**config.mk**
```make
export PLATFORM = sky130hd
export DESIGN_NAME = xbar_cfg_loader
export DESIGN_NICKNAME = d
export VERILOG_FILES = /design/src/rtl/xbar_cfg_pkg.sv /design/src/rtl/xbar_cfg_loader.sv
export SDC_FILE = /design/constraint.sdc
export NUM_CORES = 1
export LEC_CHECK = 0
export BUFFER_PORTS_ARGS = -buffer_cell sky130_fd_sc_hd__buf_2
export CORE_UTILIZATION = 40
export DETAILED_ROUTE_END_ITERATION = 10
export PLACE_DENSITY = 0.69
export SYNTH_ARGS = -nofsm -noshare
export SYNTH_HDL_FRONTEND = slang
export SYNTH_SLANG_ARGS = --single-unit
```
**constraint.sdc**
```tcl
create_clock -name clk -period 12.59 [get_ports clk]
set_input_delay 1.8885 -clock clk [delete_from_list [all_inputs] [get_ports clk]]
set_output_delay 1.8885 -clock clk [all_outputs]
set_load 0.02 [all_outputs]
```
**src/rtl/xbar_cfg_pkg.sv**
```systemverilog
// ----------------------------------------------------------------------------
// xbar_cfg_pkg
// Shared definitions for the LUT-tile crossbar configuration loader:
//   - crossbar geometry (input count, output count, select field width,
//     total configuration width)
//   - loader FSM state encoding
//   - field offset helper mapping an output index to its bit position
// ----------------------------------------------------------------------------
package xbar_cfg_pkg;

  localparam int unsigned NUM_INS  = 24;
  localparam int unsigned NUM_OUTS = 30;
  localparam int unsigned SEL_BITS = 5;
  localparam int unsigned CFG_BITS = NUM_OUTS * SEL_BITS;

  typedef enum logic [1:0] {
    IDLE   = 2'd0,
    LOAD   = 2'd1,
    COMMIT = 2'd2
  } cfg_state_t;

  // Bit position of the select field that belongs to crossbar output idx.
  function automatic int unsigned field_offset(input int unsigned idx,
                                               input int unsigned sel_bits);
    return idx * sel_bits;
  endfunction

endpackage : xbar_cfg_pkg

```
**src/rtl/xbar_cfg_loader.sv**
```systemverilog
// ----------------------------------------------------------------------------
// xbar_cfg_loader
// Streams one mux select per valid/ready beat into a shadow register and,
// once every crossbar output has a select, commits the whole configuration
// to the active register in a single cycle. The crossbar only ever sees a
// complete configuration; a sequence that carried an out-of-range select
// finishes without committing.
//
// Ports:
//   clk            in   sole clock, rising edge
//   reset          in   asynchronous, active-high reset
//   io_start       in   begin (or restart) a load sequence
//   io_cfg_valid   in   select beat valid
//   io_cfg_ready   out  beat accepted (LOAD only)
//   io_cfg_sel     in   select value for the current output index
//   io_busy        out  loader in LOAD or COMMIT
//   io_done        out  one-cycle pulse when a sequence finishes
//   io_err         out  sticky out-of-range flag for the current/last sequence
//   io_mux_configs out  active configuration, field i = select of output i
// ----------------------------------------------------------------------------
module xbar_cfg_loader #(
  parameter int unsigned NUM_INS  = xbar_cfg_pkg::NUM_INS,
  parameter int unsigned NUM_OUTS = xbar_cfg_pkg::NUM_OUTS,
  parameter int unsigned SEL_BITS = xbar_cfg_pkg::SEL_BITS,
  parameter int unsigned CFG_BITS = NUM_OUTS * SEL_BITS
) (
  input  logic                clk,
  input  logic                reset,
  input  logic                io_start,
  input  logic                io_cfg_valid,
  output logic                io_cfg_ready,
  input  logic [SEL_BITS-1:0] io_cfg_sel,
  output logic                io_busy,
  output logic                io_done,
  output logic                io_err,
  output logic [CFG_BITS-1:0] io_mux_configs
);

  import xbar_cfg_pkg::*;

  localparam int unsigned           IDX_W       = (NUM_OUTS > 1) ? $clog2(NUM_OUTS) : 1;
  localparam logic [IDX_W-1:0]      LAST_IDX    = IDX_W'(NUM_OUTS - 1);
  // One extra bit so NUM_INS == 2**SEL_BITS still compares correctly.
  localparam logic [SEL_BITS:0]     NUM_INS_EXT = (SEL_BITS + 1)'(NUM_INS);

  cfg_state_t          state_q;
  logic [IDX_W-1:0]    idx_q;
  logic [CFG_BITS-1:0] shadow_q;
  logic [CFG_BITS-1:0] active_q;
  logic                done_q;
  logic                err_q;

  logic                handshake;
  logic                sel_ok;
  logic [SEL_BITS-1:0] sel_field_d;

  // Moore decodes straight from state.
  assign io_cfg_ready = (state_q == LOAD);
  assign io_busy      = (state_q != IDLE);

  assign handshake   = io_cfg_valid & io_cfg_ready;
  assign sel_ok      = ({1'b0, io_cfg_sel} < NUM_INS_EXT);
  // Out-of-range selects park the field on input 0.
  assign sel_field_d = sel_ok ? io_cfg_sel : '0;

  // NOTE: sequential state uses non-blocking assignments only, so every
  // register samples the pre-edge values of its neighbours.
  always_ff @(posedge clk or posedge reset) begin
    if (reset) begin
      // NOTE: shadow and active are reset too; the crossbar must come up
      // with every output on input 0, not on whatever the flops power up to.
      state_q  <= IDLE;
      idx_q    <= '0;
      shadow_q <= '0;
      active_q <= '0;
      done_q   <= 1'b0;
      err_q    <= 1'b0;
    end else begin
      done_q <= 1'b0;
      unique case (state_q)
        IDLE: begin
          if (io_start) begin
            state_q <= LOAD;
            idx_q   <= '0;
            err_q   <= 1'b0;
          end
        end

        LOAD: begin
          if (io_start) begin
            // Restart wins over a beat presented in the same cycle.
            idx_q <= '0;
            err_q <= 1'b0;
          end else if (handshake) begin
            shadow_q[field_offset(32'(idx_q), SEL_BITS) +: SEL_BITS] <= sel_field_d;
            if (!sel_ok) begin
              err_q <= 1'b1;
            end
            if (idx_q == LAST_IDX) begin
              // idx stays on the last field; the next start clears it.
              state_q <= COMMIT;
            end else begin
              idx_q <= idx_q + IDX_W'(1);
            end
          end
        end

        COMMIT: begin
          // err_q already includes the last beat, which landed one edge ago.
          if (!err_q) begin
            active_q <= shadow_q;
          end
          done_q  <= 1'b1;
          state_q <= IDLE;
        end

        default: state_q <= IDLE;
      endcase
    end
  end

  assign io_done        = done_q;
  assign io_err         = err_q;
  assign io_mux_configs = active_q;

endmodule : xbar_cfg_loader

```
Yosys cells after proc, flatten, opt, wreduce, memory -nomap -nowiden. Cells that the tools add are included.

Add/sub/neg operators: 2. Multiply operators: 1. Divide/modulo/power cells: 0. Magnitude comparators: 1. Equality and inequality tests: 10. Shifts and indexed selects: 2. Mux-type cells: 18. Bitwise gates (word level): 3. Reduce and logical (&&, ||, !) cells: 8.

Operators with widths (number): $bwmux 150 (1); $shift 5x34->150 const A (1); $shiftx 5x34->150 (1); $neg 8->34 (1); $mux 5 (5); $reduce_and 4->1 (3); $pmux 5 s2 (1); $mul 5x3->8 const B (1); $mux 2 (4); $ne 3x3->1 const B (2); $add 5x1->5 const B (1); $eq 5x5->1 const B (1); $lt 5x5->1 const B (1); $mux 1 (5); $ne 2x1->1 const B (2); $ne 2x2->1 const B (2); $pmux 2 s2 (1); $reduce_bool 2->1 (2); $ne 3x2->1 const B (1); $reduce_and 3->1 (1); $eq 2x1->1 const B (1); $eq 2x2->1 const B (1); $logic_not 2->1 (1); $not 1->1 (2); 3 further kinds (3).

Register bits: 309. Latch bits: 0. Memory bits (writable): 0. Memory bits (read-only): 0. Bits of input ports: 9. Output and inout bits: 154. Word-level logic and storage cells: 51. Memories kept: 0.

Depth between registers and ports, before layout. Gate-level depths: netlist of run 1.

Word-level depth: 5. Gate-level depth with buffers: 9. Gate-level depth less buffers: 6.

Worst setup path after synthesis of run 1. OpenSTA, ideal clock, no wires.

Path type: input to register. Start point: input port io_start. End point: register shadow_q[25]. Arrival: 3151 ps. Required time: 12465 ps. Slack: 9314 ps. Cell stages on the path: 4. Cell sequence: and4bb_2 nand4_1 nor3_1 mux2_2.

Word-level cells in the longest chain between the ends: 2.

RTL lines: from (decl) (RTL line xbar_cfg_loader.sv:29) `input logic io_start,`; $not 1->1 (no source line); $reduce_and 3->1 (no source line); to (signal, indexed assignment) (RTL line xbar_cfg_loader.sv:95) `shadow_q[field_offset(32'(idx_q), SEL_BITS) +: SEL_BITS] <= sel_field_d;`; to (decl) (RTL line xbar_cfg_loader.sv:48) `logic [CFG_BITS-1:0] shadow_q;`.

Every way passes these cells. A chain may end at the register's enable or synchronous reset.

==> metrics.txt, run 1 <==
# TYPE chip_impl_metric gauge
chip_impl_metric{name="die_width",unit="µm"} 175.9
chip_impl_metric{name="num_rows",unit=""} 63
chip_impl_metric{name="synth_async_sr_flop_share",unit="%"} 100.0
chip_impl_metric{name="io_buffers",unit=""} 162
chip_impl_metric{name="synth_edf_count",unit=""} 0
chip_impl_metric{name="fin_worst_skew",unit="ns"} 0.006943
chip_impl_metric{name="postCtsHoldBufs",unit=""} 0
chip_impl_metric{name="clock_tree.htree_level_count",unit=""} 2
chip_impl_metric{name="cts_made_buffers",unit=""} 34
chip_impl_info{name="rsz0062_at_grt",value="no"} 1
chip_impl_info{name="synthDominantAreaCellType",value="dfrtp_1"} 1
chip_impl_metric{name="max_clock_freq",unit="GHz"} 0.2790
chip_impl_metric{name="synthesis.area",unit="µm²"} 12100
chip_impl_metric{name="gr_ovfl_total",unit=""} 0
chip_impl_metric{name="cts_resized",unit=""} 0
chip_impl_metric{name="final_net_count",unit=""} 946
chip_impl_info{name="kind_of_launch_point_of_the_worst_setup_path",value="input pin"} 1
chip_impl_metric{name="finalCritPeriodShare",unit="%"} 28.47
chip_impl_metric{name="fill_cells",unit=""} 2550
chip_impl_metric{name="place.gp.congestion",unit=""} 0.7974
chip_impl_metric{name="vias",unit=""} 6860
chip_impl_metric{name="post-place-cells",unit=""} 1288
chip_impl_metric{name="routed_via_density",unit=""} 5.085
chip_impl_metric{name="drv.max_cap_violation_count",unit=""} 0
chip_impl_metric{name="timing.final.max_slew_violations",unit=""} 0
chip_impl_info{name="timing.hold.worst.class",value="flip-flop to flip-flop"} 1
chip_impl_info{name="criticalPathCategory",value="input pin to async pin"} 1
chip_impl_metric{name="synth_top_area_share",unit="%"} 63.89
chip_impl_metric{name="antenna_violations_before_repair",unit=""} 0
chip_impl_metric{name="postSynthCellCount",unit=""} 771
chip_impl_metric{name="multi_input_comb_area",unit="µm²"} 4189
chip_impl_metric{name="final-setup-viol-count",unit=""} 0
chip_impl_metric{name="diodes",unit=""} 0
chip_impl_metric{name="warnings_from_yosys",unit=""} 0
chip_impl_metric{name="cts.clk_slew.worst_paths",unit="ns"} 0.06
chip_impl_metric{name="die-area",unit="µm²"} 30960
chip_impl_metric{name="min_period",unit="ns"} 3.584
chip_impl_metric{name="relSlewSlack",unit="%"} 29.59
chip_impl_metric{name="synth_fp_nets",unit=""} 783
chip_impl_metric{name="worst_ep_arrival_time",unit="ns"} 4.14
chip_impl_info{name="synth.top_cells.by_area",value="dfrtp_1 (64%), mux2_2 (28%), clkbuf_1 (0.74%)"} 1
chip_impl_metric{name="synth.yosys.seq_area_share",unit="%"} 63.89
chip_impl_metric{name="ys_seq_elements",unit=""} 309
chip_impl_info{name="clock_tree_root_buffer_cell",value="clkbuf_16"} 1
chip_impl_metric{name="tns",unit="ns"} 0
chip_impl_metric{name="first_pass_grt_wire_length",unit="mm"} 40.70
chip_impl_metric{name="synthesis.area_per_instance",unit="µm²"} 15.70
chip_impl_metric{name="detailedPlacementHpwl",unit="mm"} 15.77
chip_impl_info{name="cts_tree",value="done"} 1
chip_impl_info{name="synth_flop_cell",value="dfrtp_1"} 1
chip_impl_metric{name="hold_violations",unit=""} 0
chip_impl_metric{name="p_leak",unit="nW"} 7.697
chip_impl_info{name="r2r_start",value="idx_q[0]"} 1
chip_impl_metric{name="initial_utilization",unit="%"} 40.73
chip_impl_metric{name="max-vdd-ir-drop",unit="V"} 0.00009464
chip_impl_metric{name="placeableCoreArea",unit="µm²"} 29720
chip_impl_info{name="worstHoldStart",value="shadow_q[12]"} 1
chip_impl_metric{name="post_cts.repair.setup_buffers",unit=""} 0
chip_impl_metric{name="post_route_cells_drive_above_1_share",unit="%"} 56.41
chip_impl_metric{name="ys_types",unit=""} 46
chip_impl_info{name="outcome",value="finished, final reports clean"} 1
chip_impl_info{name="synth.most_common_cell",value="dfrtp_1"} 1
chip_impl_metric{name="cts_num_sinks",unit=""} 309
chip_impl_metric{name="design.portCount",unit=""} 163
chip_impl_metric{name="final_util",unit="%"} 48.70
chip_impl_metric{name="crit_fanout",unit=""} 108
chip_impl_metric{name="ctsLongestPathBuffers",unit=""} 3
chip_impl_metric{name="pwr_density_cell",unit="nW/µm²"} 150.9
chip_impl_metric{name="drcViolationCount",unit=""} 0
chip_impl_metric{name="cp_data_required_time",unit="ns"} 13.15
chip_impl_metric{name="avgRoutedWirePerCell",unit="µm"} 18.88
chip_impl_info{name="worst_setup_path_startpoint",value="reset"} 1
chip_impl_metric{name="worst_pin_slew",unit="ns"} 1.056
chip_impl_metric{name="first_iter_violations",unit=""} 400
chip_impl_metric{name="antenna_violating_nets_post_route",unit=""} 0
chip_impl_metric{name="first_global_vias",unit=""} 6997
chip_impl_metric{name="drt_pass1_iterations",unit=""} 6
chip_impl_info{name="synth.top_cells.by_count",value="dfrtp_1 (309), mux2_2 (300), clkbuf_1 (24)"} 1
chip_impl_metric{name="grt_max_degree",unit=""} 109
chip_impl_metric{name="hold_slack",unit="ns"} 0.4976
chip_impl_metric{name="clock_insertion_delay_worst_skew",unit="ns"} 0.50
chip_impl_metric{name="dieHeight",unit="µm"} 175.9
chip_impl_info{name="setup.worst_path.end_class",value="async pin"} 1
chip_impl_metric{name="grt_use_total",unit="%"} 16.88
chip_impl_metric{name="regArea",unit="µm²"} 7732
chip_impl_metric{name="wirelength",unit="mm"} 25.46
chip_impl_metric{name="area_overhead_of_the_layout_relative_to_synthesis",unit="%"} 19.57
chip_impl_metric{name="finish.cell_count_without_fillers",unit=""} 1349
[sequential cells by signal (all words and copies together), names as in the netlist]
signal,flops
io_done,1
shadow_q,150
state_q,2
io_err,1
idx_q,5
io_mux_configs,150
[layer usage]
layer | part of all wire, % | track usage (%) | up-vias | wire, µm
met1 | 47 | 24.04 | 3581 | 12060
met3 | 4.8 | 3.768 | 38 | 1228
met2 | 46 | 26.19 | 139 | 11780
met5 | 0 | 0 | - | 0
li1 | - | - | 3102 | -
met4 | 1.6 | 4.130 | 0 | 397
[cells by family after synthesis]
family	share of synthesized area, %
compound gates	2.481
xor+xnor	0.3619
fa+ha+maj	0.3102
buf+inv	1.695
flops	63.89
mux	27.91
simple gates	3.350
[per-stage QoR]
stage | setup WS, ns | power [mW] | area (µm²)
4_1_cts | 8.877 | 2.212 | 14470
6_report | 9.006 | 2.184 | 14470
3_3_place_gp | 8.371 | 1.189 | 13310
3_5_place_dp | 8.344 | 1.194 | 13310
5_1_grt | 8.559 | 2.269 | 14470
2_1_floorplan | 2.157 | 1.159 | 12100
[critical path, stage by stage]
cell and delay [ns]:
buf_2 0.13, inv_8 0.52, buf_4 0.82, buf_4 0.70
[final timing paths]
path,endpoint,slack [ns],cells after the start
setup / recovery,shadow_q[98],9.01,4
hold / removal,io_mux_configs[12],0.50,1
setup reg to reg,shadow_q[39],9.50,6
hold reg to reg,io_mux_configs[12],0.50,1
max in group clk,io_busy,9.13,2
min in group asynchronous,io_mux_configs[61],1.54,2
[final cells by class]
cell class                      count  share of cell area [%]
Sequential cell                   309                   53.43
Multi-Input combinational cell    412                   28.95
Clock buffer                       53                   7.366
Timing Repair Buffer              169                   5.966
Tap cell                          390                   3.372
Clock inverter                      8                  0.6571
Inverter                            8                  0.2594
[placed cells by master (no fill, tap or decap), types with 4 or more instances in the layout]
cell type | synthesis | final
dfrtp_1 | 309 | 309
mux2_2 | 300 | 300
buf_2 | 14 | 162
clkbuf_16 | 0 | 37
o21ai_0 | 10 | 10
nor3_1 | 9 | 9
o211ai_1 | 8 | 8
clkbuf_1 | 24 | 8
clkbuf_8 | 0 | 8
inv_1 | 8 | 7
buf_4 | 0 | 7
nand4_1 | 6 | 6
nand2_1 | 5 | 5
nand2b_1 | 5 | 5
o21bai_1 | 5 | 5
nor2b_1 | 7 | 4
and2_1 | 5 | 4
nand3_1 | 4 | 4
o211ai_2 | 4 | 4
clkinv_2 | 0 | 4
[report_power, final]
part           switching (mW)  internal [mW]
registers              0.0260           1.04
logic                  0.0600         0.0464
clock network           0.387          0.624
(Power assumes the default switching activity.)
==> run 2: changes to the inputs <==
--- a/config.mk
+++ b/config.mk
@@ -8,7 +8,7 @@
 export BUFFER_PORTS_ARGS = -buffer_cell sky130_fd_sc_hd__buf_2
 export CORE_UTILIZATION = 40
 export DETAILED_ROUTE_END_ITERATION = 10
-export PLACE_DENSITY = 0.69
+export PLACE_DENSITY = 0.71
 export SYNTH_ARGS = -nofsm -noshare
 export SYNTH_HDL_FRONTEND = slang
 export SYNTH_SLANG_ARGS = --single-unit
==> constraint.sdc (replaced) <==
create_clock -name clk -period 3.25 [get_ports clk]
set_input_delay 0.4875 -clock clk [delete_from_list [all_inputs] [get_ports clk]]
set_output_delay 0.4875 -clock clk [all_outputs]
set_load 0.02 [all_outputs]
==> metrics.txt, run 2 (same netlist as run 1, synthesis figures left out) <==
# TYPE chip_impl_metric gauge
chip_impl_metric{name="drcViolationCount",unit=""} 0
chip_impl_info{name="most-common-layout-cells",value="dfrtp_1 (309), mux2_2 (300), buf_2 (162)"} 1
chip_impl_metric{name="clock_insertion_delay_worst_skew",unit="ns"} 0.56
chip_impl_metric{name="min_period",unit="ns"} 2.680
chip_impl_metric{name="drv.max_cap_violation_count",unit=""} 0
chip_impl_metric{name="num_rows",unit=""} 63
chip_impl_metric{name="cts.clk_slew.worst_paths",unit="ns"} 0.06
chip_impl_metric{name="first_pass_grt_wire_length",unit="mm"} 40.96
chip_impl_metric{name="path_depth",unit=""} 6
chip_impl_info{name="path_delay_family",value="compound AO/OA/AOI/OAI gates"} 1
chip_impl_metric{name="ctsLongestPathBuffers",unit=""} 3
chip_impl_metric{name="area_overhead_of_the_layout_relative_to_synthesis",unit="%"} 20.00
chip_impl_metric{name="crit_fanout",unit=""} 12
chip_impl_metric{name="first_global_vias",unit=""} 7070
chip_impl_metric{name="io_buffers",unit=""} 162
chip_impl_metric{name="hold_slack",unit="ns"} 0.06834
chip_impl_info{name="criticalPathCategory",value="flip-flop to flip-flop"} 1
chip_impl_info{name="rr_endpoint",value="shadow_q[124]"} 1
chip_impl_info{name="critical_path.slowest_cell",value="or3b_2"} 1
chip_impl_metric{name="cts_num_sinks",unit=""} 309
chip_impl_metric{name="cts_resized",unit=""} 0
chip_impl_metric{name="grt_max_degree",unit=""} 82
chip_impl_info{name="layout.cells.most_common",value="dfrtp_1"} 1
chip_impl_metric{name="cts_made_buffers",unit=""} 31
chip_impl_metric{name="gr_ovfl_total",unit=""} 0
chip_impl_metric{name="die-area",unit="µm²"} 30960
chip_impl_metric{name="final-setup-viol-count",unit=""} 0
chip_impl_metric{name="design.portCount",unit=""} 163
chip_impl_metric{name="timing.reg2reg.worst_path_depth",unit=""} 6
chip_impl_metric{name="vias",unit=""} 6918
chip_impl_metric{name="timing.final.max_slew_violations",unit=""} 0
chip_impl_metric{name="die_width",unit="µm"} 175.9
chip_impl_metric{name="initial_utilization",unit="%"} 40.73
chip_impl_metric{name="cp_data_required_time",unit="ns"} 3.68
chip_impl_metric{name="placed_cell_area",unit="µm²"} 13500
chip_impl_metric{name="p_leak",unit="nW"} 7.740
chip_impl_metric{name="routed_via_density",unit=""} 5.076
chip_impl_metric{name="final_net_count",unit=""} 960
chip_impl_metric{name="fin_worst_skew",unit="ns"} 0.01845
chip_impl_metric{name="grt_use_total",unit="%"} 16.97
chip_impl_info{name="kind_of_launch_point_of_the_worst_setup_path",value="flip-flop"} 1
chip_impl_metric{name="fill_cells",unit=""} 2599
chip_impl_metric{name="hold_violations",unit=""} 0
chip_impl_metric{name="final_util",unit="%"} 48.87
chip_impl_metric{name="placeableCoreArea",unit="µm²"} 29720
chip_impl_metric{name="final_area",unit="µm²"} 14520
chip_impl_metric{name="finalCritPeriodShare",unit="%"} 82.47
chip_impl_metric{name="antenna_violations_before_repair",unit=""} 0
chip_impl_info{name="timing.hold.worst.class",value="input pin to async pin"} 1
chip_impl_metric{name="max-vdd-ir-drop",unit="V"} 0.0003352
chip_impl_metric{name="place.gp.congestion",unit=""} 0.8501
chip_impl_metric{name="antenna_violating_nets_post_route",unit=""} 0
chip_impl_metric{name="post_route_cells_drive_above_1_share",unit="%"} 57.41
chip_impl_metric{name="regToRegSetupSlack",unit="ns"} 0.57
chip_impl_info{name="outcome",value="finished, final reports clean"} 1
chip_impl_metric{name="relSlewSlack",unit="%"} 36.88
chip_impl_info{name="clock_tree_root_buffer_cell",value="clkbuf_16"} 1
chip_impl_metric{name="post-place-cells",unit=""} 1305
chip_impl_metric{name="critPathBufInv",unit=""} 1
chip_impl_metric{name="clock_tree.htree_level_count",unit=""} 1
chip_impl_info{name="rsz0062_at_grt",value="no"} 1
chip_impl_metric{name="dieHeight",unit="µm"} 175.9
chip_impl_info{name="cts_tree",value="done"} 1
chip_impl_info{name="setup.worst_path.end_class",value="flip-flop"} 1
chip_impl_metric{name="finish.cell_count_without_fillers",unit=""} 1363
chip_impl_metric{name="critPathMaxStageDelay",unit="ns"} 0.51
chip_impl_info{name="r2r_start",value="idx_q[1]"} 1
chip_impl_metric{name="worst_pin_slew",unit="ns"} 0.9468
chip_impl_metric{name="detailedPlacementHpwl",unit="mm"} 16.48
chip_impl_metric{name="first_iter_violations",unit=""} 289
chip_impl_metric{name="avgRoutedWirePerCell",unit="µm"} 18.93
chip_impl_metric{name="worst_ep_arrival_time",unit="ns"} 3.11
chip_impl_metric{name="postCtsHoldBufs",unit=""} 0
chip_impl_metric{name="drt_pass1_iterations",unit=""} 4
chip_impl_metric{name="pwr_density_cell",unit="nW/µm²"} 556.7
chip_impl_metric{name="max_clock_freq",unit="GHz"} 0.3731
chip_impl_metric{name="post_cts.repair.setup_buffers",unit=""} 0
chip_impl_metric{name="wirelength",unit="mm"} 25.80
chip_impl_info{name="critical_path.cell_chain",value="inv_1, ha_1, or3b_2, o22ai_1, o211ai_1, mux2_2"} 1
-- run 2: changes by cell type in the layout (fill, tap and decap cells not counted), moves of 2 or more --
cell,change
clkinv_2,+5
buf_12,+5
buf_4,+12
clkbuf_16,-6
inv_6,+2
clkbuf_1,-4
-- run 2: cell type report --
| type | instances | area [µm²] | area share [%] |
|---|---|---|---|
| clock inverter | 15 | 137.6 | 0.9476 |
| antenna | 1 | 2.502 | 0.01723 |
| timing repair buffer | 186 | 1054 | 7.254 |
| sequential | 309 | 7732 | 53.24 |
| clock buffer | 42 | 887.1 | 6.108 |
| multi-input combinational | 412 | 4189 | 28.84 |
| tap | 390 | 488.0 | 3.360 |
| inverter | 8 | 33.78 | 0.2326 |
-- run 2: routing by layer --
layer  wire, µm  share of wire [%]  vias up  track usage (%)
met1      12290                 48     3589            24.70
met5          0                  0        -                0
li1           -                  -     3125                -
met3       1330                5.2       38            3.187
met4        529                2.1        0            4.348
met2      11650                 45      166            26.10
-- run 2: worst max-delay path by stage --
stage	startpoint	end	slack [ns]
2_1_floorplan	reset	idx_q[0]	-1.35
3_3_place_gp	idx_q[1]	shadow_q[101]	0.70
3_5_place_dp	idx_q[1]	shadow_q[124]	0.63
4_1_cts	idx_q[1]	shadow_q[124]	0.60
5_1_grt	idx_q[1]	shadow_q[122]	0.42
6_report	idx_q[1]	shadow_q[124]	0.57
-- run 2: through the flow --
stage               setup TNS (ns)  power [mW]  setup slack (ns)
floorplan                  -417.29       4.492            -1.350
global placement                 0       4.622            0.6974
detailed placement               0       4.645            0.6258
CTS                              0       8.195            0.5983
global route                     0       8.417            0.4211
finish                           0       8.086            0.5698
-- run 2: power breakdown --
group	internal, mW	switching [mW]	total, mW
Clock	2.07	1.45	3.52
Combinational	0.193	0.244	0.436
Sequential	4.03	0.0957	4.13
